==> src/rtl/instr_class_counter_pkg.sv <==
// Shared definitions for instr_class_counter: readout select codes, counter
// indices, status word bit positions and the run/halt state type.
package instr_class_counter_pkg;

    localparam logic [2:0] SEL_CYCLES = 3'd0;
    localparam logic [2:0] SEL_TOTAL  = 3'd1;
    localparam logic [2:0] SEL_R      = 3'd2;
    localparam logic [2:0] SEL_I      = 3'd3;
    localparam logic [2:0] SEL_J      = 3'd4;
    localparam logic [2:0] SEL_OTHER  = 3'd5;
    localparam logic [2:0] SEL_STATUS = 3'd6;
    localparam logic [2:0] SEL_ZERO   = 3'd7;

    localparam int NUM_CNT = 6;
    localparam int CNT_CYC = 0;
    localparam int CNT_TOT = 1;
    localparam int CNT_R   = 2;
    localparam int CNT_I   = 3;
    localparam int CNT_J   = 4;
    localparam int CNT_OTH = 5;

    localparam int ST_HALTED = 0;
    localparam int ST_ERR    = 1;
    localparam int ST_WRAP   = 2;

    typedef enum logic {
        RUN    = 1'b0,
        HALTED = 1'b1
    } state_t;

endpackage

==> src/rtl/instr_class_counter_stat_cnt.sv <==
// One statistics counter with clear/increment/freeze and a sticky overflow flag.
// STAT_SATURATE_EN: hold at all-ones and flag on reaching it; otherwise wrap and flag on wrap.
module stat_cnt #(
    parameter int CNT_W = 32
) (
    input  logic             clk,
    input  logic             rst_n,
    input  logic             clr,
    input  logic             inc,
    input  logic             freeze,
    output logic [CNT_W-1:0] cnt,
    output logic             flag
);

    localparam logic [CNT_W-1:0] CNT_MAX = '1;

    logic [CNT_W-1:0] cnt_d;
    logic             flag_d;

    // Clear wins over freeze, freeze wins over increment.
    always_comb begin
        cnt_d  = cnt;
        flag_d = flag;
        if (clr) begin
            cnt_d  = '0;
            flag_d = 1'b0;
        end else if (inc && !freeze) begin
`ifdef STAT_SATURATE_EN
            if (cnt != CNT_MAX) begin
                cnt_d = cnt + 1'b1;
            end
            if (cnt_d == CNT_MAX) begin
                flag_d = 1'b1;
            end
`else
            cnt_d = cnt + 1'b1;
            if (cnt == CNT_MAX) begin
                flag_d = 1'b1;
            end
`endif
        end
    end

    always_ff @(posedge clk) begin
        if (!rst_n) begin
            cnt  <= '0;
            flag <= 1'b0;
        end else begin
            cnt  <= cnt_d;
            flag <= flag_d;
        end
    end

endmodule

==> src/rtl/instr_class_counter.sv <==
// Instruction class statistics: cycle/total/R/I/J/other counters, run/halt FSM,
// sticky multi-strobe error and registered readout. Option: STAT_SATURATE_EN.
module instr_class_counter
    import instr_class_counter_pkg::*;
#(
    parameter int CNT_W = 32
) (
    input  logic             clk,
    input  logic             rst_n,
    input  logic             retire,
    input  logic             r,
    input  logic             i,
    input  logic             j,
    input  logic             halt,
    input  logic             clear,
    input  logic [2:0]       rd_sel,
    output logic [CNT_W-1:0] rd_data,
    output logic             halted,
    output logic             err,
    output state_t           state_dbg
);

    state_t state_q, state_d;

    logic [CNT_W-1:0] cnt_q [NUM_CNT];
    logic [NUM_CNT-1:0] inc;
    logic [NUM_CNT-1:0] flag;
    logic             freeze;
    logic             run;
    logic             multi;
    logic [CNT_W-1:0] rd_d;

    assign run       = (state_q == RUN);
    assign freeze    = !run;
    assign halted    = (state_q == HALTED);
    assign state_dbg = state_q;

    // Strobe contract: retire qualifies r/i/j in the same cycle; with retire
    // low the strobes are don't-care, and there is no backpressure.
    assign multi = (r & i) | (r & j) | (i & j);

    always_comb begin
        inc          = '0;
        inc[CNT_CYC] = 1'b1;
        inc[CNT_TOT] = retire;
        inc[CNT_R]   = retire & r & ~multi;
        inc[CNT_I]   = retire & i & ~multi;
        inc[CNT_J]   = retire & j & ~multi;
        inc[CNT_OTH] = retire & ~(r | i | j);
    end

    for (genvar k = 0; k < NUM_CNT; k++) begin : g_cnt
        stat_cnt #(
            .CNT_W(CNT_W)
        ) u_cnt (
            .clk   (clk),
            .rst_n (rst_n),
            .clr   (clear),
            .inc   (inc[k]),
            .freeze(freeze),
            .cnt   (cnt_q[k]),
            .flag  (flag[k])
        );
    end

    always_comb begin
        state_d = state_q;
        if (clear) begin
            state_d = RUN;
        end else if (state_q == RUN && halt) begin
            state_d = HALTED;
        end
    end

    always_ff @(posedge clk) begin
        if (!rst_n) begin
            state_q <= RUN;
        end else begin
            state_q <= state_d;
        end
    end

    // Only a retire seen while running can raise the error; halted cycles are ignored.
    always_ff @(posedge clk) begin
        if (!rst_n) begin
            err <= 1'b0;
        end else if (clear) begin
            err <= 1'b0;
        end else if (run && retire && multi) begin
            err <= 1'b1;
        end
    end

    always_comb begin
        rd_d = '0;
        case (rd_sel)
            SEL_CYCLES: rd_d = cnt_q[CNT_CYC];
            SEL_TOTAL:  rd_d = cnt_q[CNT_TOT];
            SEL_R:      rd_d = cnt_q[CNT_R];
            SEL_I:      rd_d = cnt_q[CNT_I];
            SEL_J:      rd_d = cnt_q[CNT_J];
            SEL_OTHER:  rd_d = cnt_q[CNT_OTH];
            SEL_STATUS: begin
                rd_d[ST_HALTED] = halted;
                rd_d[ST_ERR]    = err;
                rd_d[ST_WRAP]   = |flag;
            end
            default:    rd_d = '0;
        endcase
    end

    always_ff @(posedge clk) begin
        if (!rst_n) begin
            rd_data <= '0;
        end else begin
            rd_data <= rd_d;
        end
    end

endmodule

==> config.mk <==
export PLATFORM = sky130hd
export DESIGN_NAME = instr_class_counter
export DESIGN_NICKNAME = d
export VERILOG_FILES = /design/src/rtl/instr_class_counter_pkg.sv /design/src/rtl/instr_class_counter_stat_cnt.sv /design/src/rtl/instr_class_counter.sv
export SDC_FILE = /design/constraint.sdc
export NUM_CORES = 1
export LEC_CHECK = 0
export CAP_MARGIN = 30
export CELL_PAD_IN_SITES_DETAIL_PLACEMENT = 1
export CELL_PAD_IN_SITES_GLOBAL_PLACEMENT = 1
export CORE_MARGIN = 3
export CORE_UTILIZATION = 46
export CTS_CLUSTER_SIZE = 8
export DETAILED_ROUTE_END_ITERATION = 12
export PLACE_DENSITY_LB_ADDON = 0.1
export SYNTH_ARGS = -nofsm -noshare
export SYNTH_HDL_FRONTEND = slang
export SYNTH_SLANG_ARGS = --single-unit
==> constraint.sdc <==
create_clock -name clk -period 2.6 [get_ports clk]
set_clock_uncertainty 0.1 [all_clocks]
set_input_delay 0.65 -clock clk [delete_from_list [all_inputs] [get_ports clk]]
set_output_delay 0.65 -clock clk [all_outputs]
set_load 0.1 [all_outputs]
==> qor.yml <==
status: "finished, final reports clean"
drive_above_1_share: 0.148
synth-seq-cells: 232
drtIter0Drc: 635
post-route-util: 0.562
grt_max_degree: 59
cp.arrival_ps: 2810
yosysTopAreaCell: "dfxtp_1"
use_met1: 0.376
tightest_slew_ps: 884
io-pin-count: 46
fin_setup_tns_ps: 0
hold_buffers: 0
crit_chain: "clkdlybuf4s50_1 -> or3b_1 -> or3_1 -> buf_4 -> or3_1 -> a21oi_1"
required_ps: 2930
grt_busiest_layer: "met2"
clkTransAtPathRegs_ps: 50
final_common_cell: "dfxtp_1"
grt.met2_usage: 0.469
cts_tree: "done"
syn_nets: 1344
start_util: 0.468
nNetsFinal: 1456
rows: 57
clock-sinks: 232
critPathBufInv: 2
htreeDepth: 2
hold_viol: 0
fin_crit_ps: 2490
insertion_delay_ps: 500
drv_slew: 0
synth_top_area_frac: 0.407
crit_family: "simple AND/OR/NAND/NOR gates"
setup_viol: 0
ant_nets: 0
synthTopCellsByArea: "dfxtp_1 41%, xnor2_1 7.1%, nor2_1 6.9%, xor2_1 5.2%, mux2i_1 4.0%"
critPathMostFrequentCell: "or3_1"
start_kind: "input port"
async_reset_ff_frac: 0
dpl_cell_area_sq_mm: 0.0128
p_total_mw: 8.00
diodes: 0
synth_area_per_cell_sq_um: 8.60
antenna_found_initial: 0
io_buffer_count: 45
core-area_sq_mm: 0.0244
post_cts_resized: 0
first_pass_iters: 5
p_leak_nw: 4.79
fin_crit_sh: 0.956
setup_ws_ps: 114
synth_ff_type: "dfxtp_1"
vias: 10200
post-place-ws_ps: -395
gp_congestion: 0.892
clockRootBuffer: "clkbuf_16"
fin_area_sq_mm: 0.0137
syn-cell-area_sq_mm: 0.0114
max_freq_ghz: 0.402
mostFrequentLayoutCells: "232 x dfxtp_1, 210 x nor2_1, 131 x buf_4, 92 x xnor2_1, 83 x nand2_1"
rsz0062_at_grt: "false"
cts_buffers: 34
syn_inst: 1327
ys_seq_area_frac: 0.407
routed_wirelength_um: 37400
cp_max_fo: 6
crit_type: "input port to flop"
fp.dieH_um: 164
crit_path_end_kind: "flop"
synth_cell_types: 61
grt_overflow: 0
wl_per_cell_um: 21.2
dp_hpwl_um: 27500
p_per_area_mw_per_mm2: 583
grt_pass1_vias: 10500
grtUsageMet3: 0.0413
worst_path_max_delay_cell: "clkdlybuf4s50_1"
clockBufferDepth: 3
via_per_inst: 5.79
area_delta_synth_final_pct: 20.1
worst_hold_path_type: "flop to flop"
cap_violations: 0
cts_setup_buffers: 0
yosysWarnings: 0
drc: 0
dieArea_sq_mm: 0.0267
synth_edf_count: 0
grt_pass1_wl_um: 58900
grt.total_usage: 0.280
slew_headroom: 0.406
cpPeakStageDelay_ps: 570
vdd_drop_max_uv: 381
die_w_um: 164
synth_stat cells, types with 4 or more instances:
cell type    n
a21oi_1     42
a221oi_1    13
a22o_1       4
a22oi_1      6
a31oi_1      4
and2_1      22
and3_1      30
and4_1      19
buf_1        6
buf_2       10
clkbuf_1    54
dfxtp_1    232
ha_1         6
inv_1       26
mux2_2       9
mux2i_1     46
mux4_2       5
nand2_1     83
nand2b_1     6
nand3_1     63
nand4_1     51
nand4b_1     4
nor2_1     210
nor2b_1     16
nor3_1      41
nor4_1      31
nor4_2       4
nor4_4       4
o21a_1       4
o21ai_0     24
o221ai_1    13
o22ai_1     10
or2_2        5
or3_1       25
xnor2_1     92
xor2_1      68
flip-flops by register name, summed over array words and instances (netlist names):
name	cells
halted	1
rd_data	32
err	1
g_cnt.u_cnt.flag	6
g_cnt.u_cnt.cnt	192
kinds of logic (layout without fill, tap and decap cells):
group           count (synthesis)  after routing  share of synthesized area
flops                         232            232                      0.407
xor+xnor                      160            160                      0.123
mux                            60             60                     0.0591
simple gates                  631            631                      0.288
buf+inv                       100            213                     0.0363
compound gates                137            137                     0.0794
fa+ha+maj                       7              7                    0.00745
worst reg2reg max path, cell delays in order (launching register included):
cell and delay (ps):
dfxtp_1 410, ha_1 200, or4bb_1 480, or3_1 340, buf_4 190, nor4_4 270, xnor2_1 150, nor2_1 50
stage by stage:
step	hold WS, ps	instances
6_report	374	1764
5_1_grt	388	1764
4_1_cts	378	1764
3_5_place_dp	353	1727
3_3_place_gp	347	1727
2_1_floorplan	326	1327
metal layers:
metal,vias up,part of all wire
li1,4878,-
met1,5077,0.46
met2,207,0.47
met3,53,0.044
met4,0,0.023
met5,-,0
area by class of cell:
class	count	area, sq um
Sequential cell	232	4640
Fill cell	2894	10700
Multi-Input combinational cell	995	6370
Clock buffer	37	926
Tap cell	324	405
Inverter	26	97.6
Timing Repair Buffer	150	1270
final timing paths:
| kind | startpoint | end | slack, ps | cells past startpoint |
|---|---|---|---|---|
| setup reg to reg | g_cnt[5].u_cnt.cnt[0] | g_cnt[5].u_cnt.cnt[28] | 300 | 7 |
| setup / recovery | retire | g_cnt[2].u_cnt.cnt[6] | 110 | 6 |
| hold / removal | g_cnt[1].u_cnt.flag | g_cnt[1].u_cnt.flag | 370 | 1 |
| hold reg to reg | g_cnt[1].u_cnt.flag | g_cnt[1].u_cnt.flag | 370 | 1 |
report_power, final:
group	internal (mW)	total [mW]	switching [mW]
Clock	2.47	4.00	1.52
Sequential	3.57	3.58	0.00992
Combinational	0.142	0.420	0.278
Total	6.19	8.00	1.81
Power figures use the tool's default switching activity.
